`src/rtl/hazard_pkg.sv`:
```
// hazard_pkg: shared encodings for the EX-stage hazard scheduler.
//   FWD_*   : ALU operand source selects (RF / MEM result / WB result).
//   state_e : FP occupancy FSM states.
package hazard_pkg;

  localparam logic [1:0] FWD_RF  = 2'd0;
  localparam logic [1:0] FWD_MEM = 2'd1;
  localparam logic [1:0] FWD_WB  = 2'd2;

  typedef enum logic {
    ST_IDLE    = 1'b0,
    ST_FP_BUSY = 1'b1
  } state_e;

endpackage

```
`src/rtl/hazard_scheduler_forward_unit.sv`:
```
// forward_unit: combinational operand-forwarding select for one EX source reg.
//   src_reg_i            : source register read by the instruction in EX
//   wr_reg_m_i/wr_en_m_i : MEM-stage destination / write enable
//   wr_reg_w_i/wr_en_w_i : WB-stage destination / write enable
//   sel_o                : FWD_MEM, FWD_WB or FWD_RF (MEM is the younger result, so it wins)
module forward_unit
  import hazard_pkg::*;
#(
  parameter int REG_WIDTH = 4
) (
  input  logic [REG_WIDTH-1:0] src_reg_i,
  input  logic [REG_WIDTH-1:0] wr_reg_m_i,
  input  logic                 wr_en_m_i,
  input  logic [REG_WIDTH-1:0] wr_reg_w_i,
  input  logic                 wr_en_w_i,
  output logic [1:0]           sel_o
);

  always_comb begin
    sel_o = FWD_RF;
    if (wr_en_m_i && (wr_reg_m_i == src_reg_i))      sel_o = FWD_MEM;
    else if (wr_en_w_i && (wr_reg_w_i == src_reg_i)) sel_o = FWD_WB;
  end

endmodule

```
`src/rtl/hazard_scheduler.sv`:
```
// hazard_scheduler: pipeline hazard controller around the EX stage.
//   Inputs : ID/EX/MEM/WB register indices and control bits, taken-branch in MEM.
//   Outputs: alu_src1_o/alu_src2_o forwarding selects, stall_* holds,
//            flush_* bubbles, fp_busy_o, saturating stall/flush event counters.
//   Priority: rst > branch flush > FP occupancy stall > load-use stall.
//   FP_LAT must lie in 2..16 so FP_LAT-2 fits the 4-bit occupancy counter.
module hazard_scheduler
  import hazard_pkg::*;
#(
  parameter int REG_WIDTH = 4,
  parameter int FP_LAT    = 4,
  parameter int CNT_WIDTH = 16
) (
  input  logic                 clk,
  input  logic                 rst,
  input  logic [REG_WIDTH-1:0] rsD_i,
  input  logic [REG_WIDTH-1:0] rtD_i,
  input  logic [REG_WIDTH-1:0] rsE_i,
  input  logic [REG_WIDTH-1:0] rtE_i,
  input  logic [REG_WIDTH-1:0] WriteRegE_i,
  input  logic                 RegWriteE_i,
  input  logic                 MemReadE_i,
  input  logic                 FloatingE_i,
  input  logic [REG_WIDTH-1:0] WriteRegM_i,
  input  logic                 RegWriteM_i,
  input  logic [REG_WIDTH-1:0] WriteRegW_i,
  input  logic                 RegWriteW_i,
  input  logic                 BranchTakenM_i,
  output logic [1:0]           alu_src1_o,
  output logic [1:0]           alu_src2_o,
  output logic                 stall_PC_o,
  output logic                 stall_IF_ID_o,
  output logic                 stall_ID_EX_o,
  output logic                 stall_EX_MEM_o,
  output logic                 flush_IF_ID_o,
  output logic                 flush_ID_EX_o,
  output logic                 flush_EX_MEM_o,
  output logic                 fp_busy_o,
  output logic [CNT_WIDTH-1:0] stall_cnt_o,
  output logic [CNT_WIDTH-1:0] flush_cnt_o
);

  // Cycle 1 of an FP op is spent in IDLE, the last one is the release cycle,
  // so the counter covers the FP_LAT-2 cycles in between.
  localparam logic [3:0] FP_CNT_INIT = 4'(FP_LAT - 2);

  state_e               state_q, state_d;
  logic [3:0]           fp_cnt_q, fp_cnt_d;
  logic [CNT_WIDTH-1:0] stall_cnt_q, stall_cnt_d;
  logic [CNT_WIDTH-1:0] flush_cnt_q, flush_cnt_d;

  logic [1:0] sel1, sel2;
  logic       load_use, fp_stall, lu_stall, br_flush;

  forward_unit #(.REG_WIDTH(REG_WIDTH)) u_fwd_src1 (
    .src_reg_i (rsE_i),
    .wr_reg_m_i(WriteRegM_i),
    .wr_en_m_i (RegWriteM_i),
    .wr_reg_w_i(WriteRegW_i),
    .wr_en_w_i (RegWriteW_i),
    .sel_o     (sel1)
  );

  forward_unit #(.REG_WIDTH(REG_WIDTH)) u_fwd_src2 (
    .src_reg_i (rtE_i),
    .wr_reg_m_i(WriteRegM_i),
    .wr_en_m_i (RegWriteM_i),
    .wr_reg_w_i(WriteRegW_i),
    .wr_en_w_i (RegWriteW_i),
    .sel_o     (sel2)
  );

  assign load_use = MemReadE_i && RegWriteE_i &&
                    ((WriteRegE_i == rsD_i) || (WriteRegE_i == rtD_i));

  // FSM next state and hazard classification.
  always_comb begin
    state_d  = state_q;
    fp_cnt_d = fp_cnt_q;
    fp_stall = 1'b0;
    lu_stall = 1'b0;
    br_flush = 1'b0;
    if (BranchTakenM_i) begin
      // The FP op (if any) is younger than the branch and gets squashed.
      br_flush = 1'b1;
      state_d  = ST_IDLE;
      fp_cnt_d = 4'd0;
    end else begin
      case (state_q)
        ST_IDLE: begin
          if (FloatingE_i) begin
            fp_stall = 1'b1;
            fp_cnt_d = FP_CNT_INIT;
            state_d  = ST_FP_BUSY;
          end else if (load_use) begin
            lu_stall = 1'b1;
          end
        end
        ST_FP_BUSY: begin
          if (fp_cnt_q != 4'd0) begin
            fp_stall = 1'b1;
            fp_cnt_d = fp_cnt_q - 4'd1;
          end else begin
            // Release cycle: EX/MEM captures the FP result.
            state_d = ST_IDLE;
          end
        end
        default: state_d = ST_IDLE;
      endcase
    end
  end

  // Outputs forced quiet while reset is held.
  always_comb begin
    alu_src1_o     = rst ? FWD_RF : sel1;
    alu_src2_o     = rst ? FWD_RF : sel2;
    stall_PC_o     = !rst && (fp_stall || lu_stall);
    stall_IF_ID_o  = !rst && (fp_stall || lu_stall);
    stall_ID_EX_o  = !rst && fp_stall;
    stall_EX_MEM_o = 1'b0;
    flush_IF_ID_o  = !rst && br_flush;
    flush_ID_EX_o  = !rst && (br_flush || lu_stall);
    flush_EX_MEM_o = !rst && (br_flush || fp_stall);
    fp_busy_o      = (state_q == ST_FP_BUSY);
    stall_cnt_o    = stall_cnt_q;
    flush_cnt_o    = flush_cnt_q;
  end

  // Saturating event counters.
  always_comb begin
    stall_cnt_d = stall_cnt_q;
    flush_cnt_d = flush_cnt_q;
    if (stall_PC_o && (stall_cnt_q != '1))     stall_cnt_d = stall_cnt_q + CNT_WIDTH'(1);
    if (BranchTakenM_i && (flush_cnt_q != '1)) flush_cnt_d = flush_cnt_q + CNT_WIDTH'(1);
  end

  always_ff @(posedge clk or posedge rst) begin
    if (rst) begin
      state_q     <= ST_IDLE;
      fp_cnt_q    <= 4'd0;
      stall_cnt_q <= '0;
      flush_cnt_q <= '0;
    end else begin
      state_q     <= state_d;
      fp_cnt_q    <= fp_cnt_d;
      stall_cnt_q <= stall_cnt_d;
      flush_cnt_q <= flush_cnt_d;
    end
  end

endmodule

```
`config.mk`:
```
export PLATFORM = sky130hd
export DESIGN_NAME = hazard_scheduler
export DESIGN_NICKNAME = d
export VERILOG_FILES = /design/src/rtl/hazard_pkg.sv /design/src/rtl/hazard_scheduler_forward_unit.sv /design/src/rtl/hazard_scheduler.sv
export SDC_FILE = /design/constraint.sdc
export NUM_CORES = 1
export LEC_CHECK = 0
export CELL_PAD_IN_SITES_DETAIL_PLACEMENT = 1
export CELL_PAD_IN_SITES_GLOBAL_PLACEMENT = 1
export CORE_ASPECT_RATIO = 0.6
export CORE_MARGIN = 10
export CORE_UTILIZATION = 32
export DETAILED_ROUTE_END_ITERATION = 10
export PLACE_DENSITY = 0.87
export SETUP_SLACK_MARGIN = 0.15
export SLEW_MARGIN = 20
export SYNTH_ARGS = -nofsm -noshare
export SYNTH_HDL_FRONTEND = slang
export SYNTH_SLANG_ARGS = --single-unit
```
`constraint.sdc`:
```
create_clock -name clk -period 2.5 [get_ports clk]
set_input_delay 0.25 -clock clk [delete_from_list [all_inputs] [get_ports clk]]
set_output_delay 0.25 -clock clk [all_outputs]
set_load 0.005 [all_outputs]
```
==> results of run 1 <==
[layout make-up]
type | instances | area, sq um
repair buffers | 87 | 851
fillers | 693 | 3060
clock inverters | 1 | 5.00
clock buffers | 7 | 96.3
flip-flops and latches | 37 | 926
inverters | 6 | 22.5
well taps | 84 | 105
multi-input cells | 160 | 1130
[critical path: stages]
cell,delay [ns]
clkdlybuf4s50_1,0.47
xor2_1,0.20
nor4_2,0.31
o2111ai_2,0.18
buf_4,0.18
buf_4,0.15
a211oi_4,0.25
buf_4,0.16
mux2_2,0.31
[what timing repair did]
item | CTS | global route
gates resized for setup | 1 | 9
setup buffers | 0 | 3
endpoints found under the setup margin | 3 | 6
gates cloned | 0 | 0
pin swaps | 3 | 5
[cells in the final DEF, fill, tap and decap left out, types with 4 or more instances in the layout]
cell type        synthesis  final
nand4_1                 12     12
inv_1                    6      6
nor3_1                   6      6
buf_4                    2      9
a21oi_1                  5      4
nor2_1                  20     20
ha_1                     4      4
nand2_1                 16     16
nand3_1                 13     13
xor2_1                  24     24
dfrtp_1                 37     37
xnor2_1                 29     29
clkbuf_8                 0      7
clkdlybuf4s50_1          0     74
and3_1                   5      5
[worst paths after layout]
path,startpoint,endpoint,slack (ns),cells after the start
setup / recovery,WriteRegE_i[1],stall_cnt_o[1],0.21,9
hold reg to reg,flush_cnt_o[12],flush_cnt_o[12],0.49,1
min in group asynchronous,rst,stall_cnt_o[13],0.51,3
hold / removal,flush_cnt_o[12],flush_cnt_o[12],0.49,1
setup reg to reg,stall_cnt_o[0],stall_cnt_o[15],0.48,6
max in group asynchronous,rst,flush_cnt_o[6],1.64,3
[routing by layer]
metal / vias to the layer above / wire length (um) / GRT usage
li1: 892 / - / -
met2: 45 / 3210 / 0.221
met4: 0 / 72 / 0.0320
met3: 9 / 544 / 0.0576
met5: - / 0 / 0
met1: 921 / 2810 / 0.154
[through the flow]
stage	setup TNS [ns]	hold slack, ns	util	std cells
floorplan	0	0.446	-	207
global placement	0	0.477	0.482	371
detailed placement	-0.127	0.484	0.482	371
CTS	0	0.478	0.498	379
global route	0	0.509	0.506	382
finish	0	0.486	0.506	382
[registers in the layout, indices dropped and copies added, names as in the netlist]
signal       cells
fp_cnt_q         4
fp_busy_o        1
stall_cnt_o     16
flush_cnt_o     16
[power breakdown]
group	switching, mW	total, mW	internal, mW
registers	0.144	0.843	0.699
logic	0.232	0.586	0.353
clock network	0.218	0.467	0.249
[kinds of logic after synthesis]
logic type      after synthesis  share of synthesized area
simple gates                 83                      0.208
xor+xnor                     53                      0.223
flops                        37                      0.446
compound gates               17                     0.0639
buf+inv                      10                     0.0217
fa+ha+maj                     4                     0.0241
mux                           2                     0.0108
other cells                   1                    0.00181
==> impl_metrics.yaml, run 1 <==
status:
  status: "complete, no violations"
yosys:
  ys_ff_latch: 37
  synth_nets: 247
  synth_most_common_cell: "dfrtp_1"
  seq_area_frac_synth: 0.446
  ys_warn_count: 0
  syn-cell-area_sq_mm: 0.00208
  synth-main-ff-cell: "dfrtp_1"
  synth_top_area_frac: 0.446
  syn_inst: 207
  async_reset_ff_frac: 1.00
  synth_edf_count: 0
  synthTopCellsByCount: "dfrtp_1, xnor2_1, xor2_1, nor2_1, nand2_1"
  syn_avg_cell_area_sq_um: 10.0
  yosysUniqueCellTypes: 34
  synth_area_leaders: "dfrtp_1, xnor2_1, xor2_1, nand4_1, nor2_1"
  yosysTopAreaCell: "dfrtp_1"
clock_network:
  clkTransAtPathRegs_ns: 0.07
  cts_hold_buf: 0
  clockBufferDepth: 2
  cts_buffers: 5
  cts_root_buffer: "clkbuf_8"
  cts-htree-levels: 2
  clock_latency_ns: 0.29
  cts_num_sinks: 37
  cts_tree: "done"
critical_path:
  critical_path_class: "input port to flip-flop"
  startpoint_type: "input port"
  cp-end-kind: "flip-flop"
  required_ns: 2.68
  worstPathArrival_ns: 2.47
  crit_fanout: 2
floorplan:
  io_pins: 80
  die_h_um: 82.4
  rows: 22
  die_area_sq_mm: 0.0102
  core-area_sq_mm: 0.00619
  die_w_um: 124
  start_util: 0.335
detailed_routing:
  viasPerCell: 4.89
  drt_wl_total_um: 6640
  dr_total_vias: 1867
  first_iter_violations: 48
  drc: 0
  ant_nets: 0
  drt_pass1_iterations: 4
  wl_per_cell_um: 17.4
grt:
  grt_pass1_wl_um: 10500
  antenna_found_initial: 0
  grt_usage: 0.132
  grt_max_degree: 28
  grt_pass1_vias: 2039
  overflow: 0
place:
  dpl_cell_area_sq_mm: 0.00299
  port_buffers: 78
  place.gp.congestion: 0.790
  dp_hpwl_um: 5220
  pre_cts_ws_ns: -0.0682
timing:
  finalSetupViolCount: 0
  max_freq_mhz: 437
  finalHoldViolations: 0
  period_needed_ns: 2.29
  layout_setup_ws_ns: 0.211
  rsz0062_at_grt: "no"
  maxSlewViolCount: 0
  worst_pin_slew_ns: 0.616
  finClkSkew_ns: 0.00492
  relSlewSlack: 0.585
  fin_crit_sh: 0.916
hold_path:
  worstHoldPathType: "flip-flop to flip-flop"
final_layout:
  final_cell_area_sq_mm: 0.00314
  num-nets-final: 337
  diodes: 0
  drive_gt1_frac: 0.101
  area_growth_pct: 51.0
power:
  p_total_mw: 1.90
  power.leakage_nw: 1.33
  ir_drop_v: 0.000338
  powerDensity_mw_per_mm2: 604
job:
  maxCapViolations: 0
No activity file was read; power rests on OpenSTA's default activity.
==> inputs of run 2 (changes only) <==
--- a/config.mk
+++ b/config.mk
@@ -11,6 +11,7 @@
 export CORE_MARGIN = 10
 export CORE_UTILIZATION = 32
 export DETAILED_ROUTE_END_ITERATION = 10
+export HOLD_SLACK_MARGIN = 0.05
 export PLACE_DENSITY = 0.87
 export SETUP_SLACK_MARGIN = 0.15
 export SLEW_MARGIN = 20
==> results of run 2 <==
No change in the layout: final DEF, timing and power equal those of run 1.
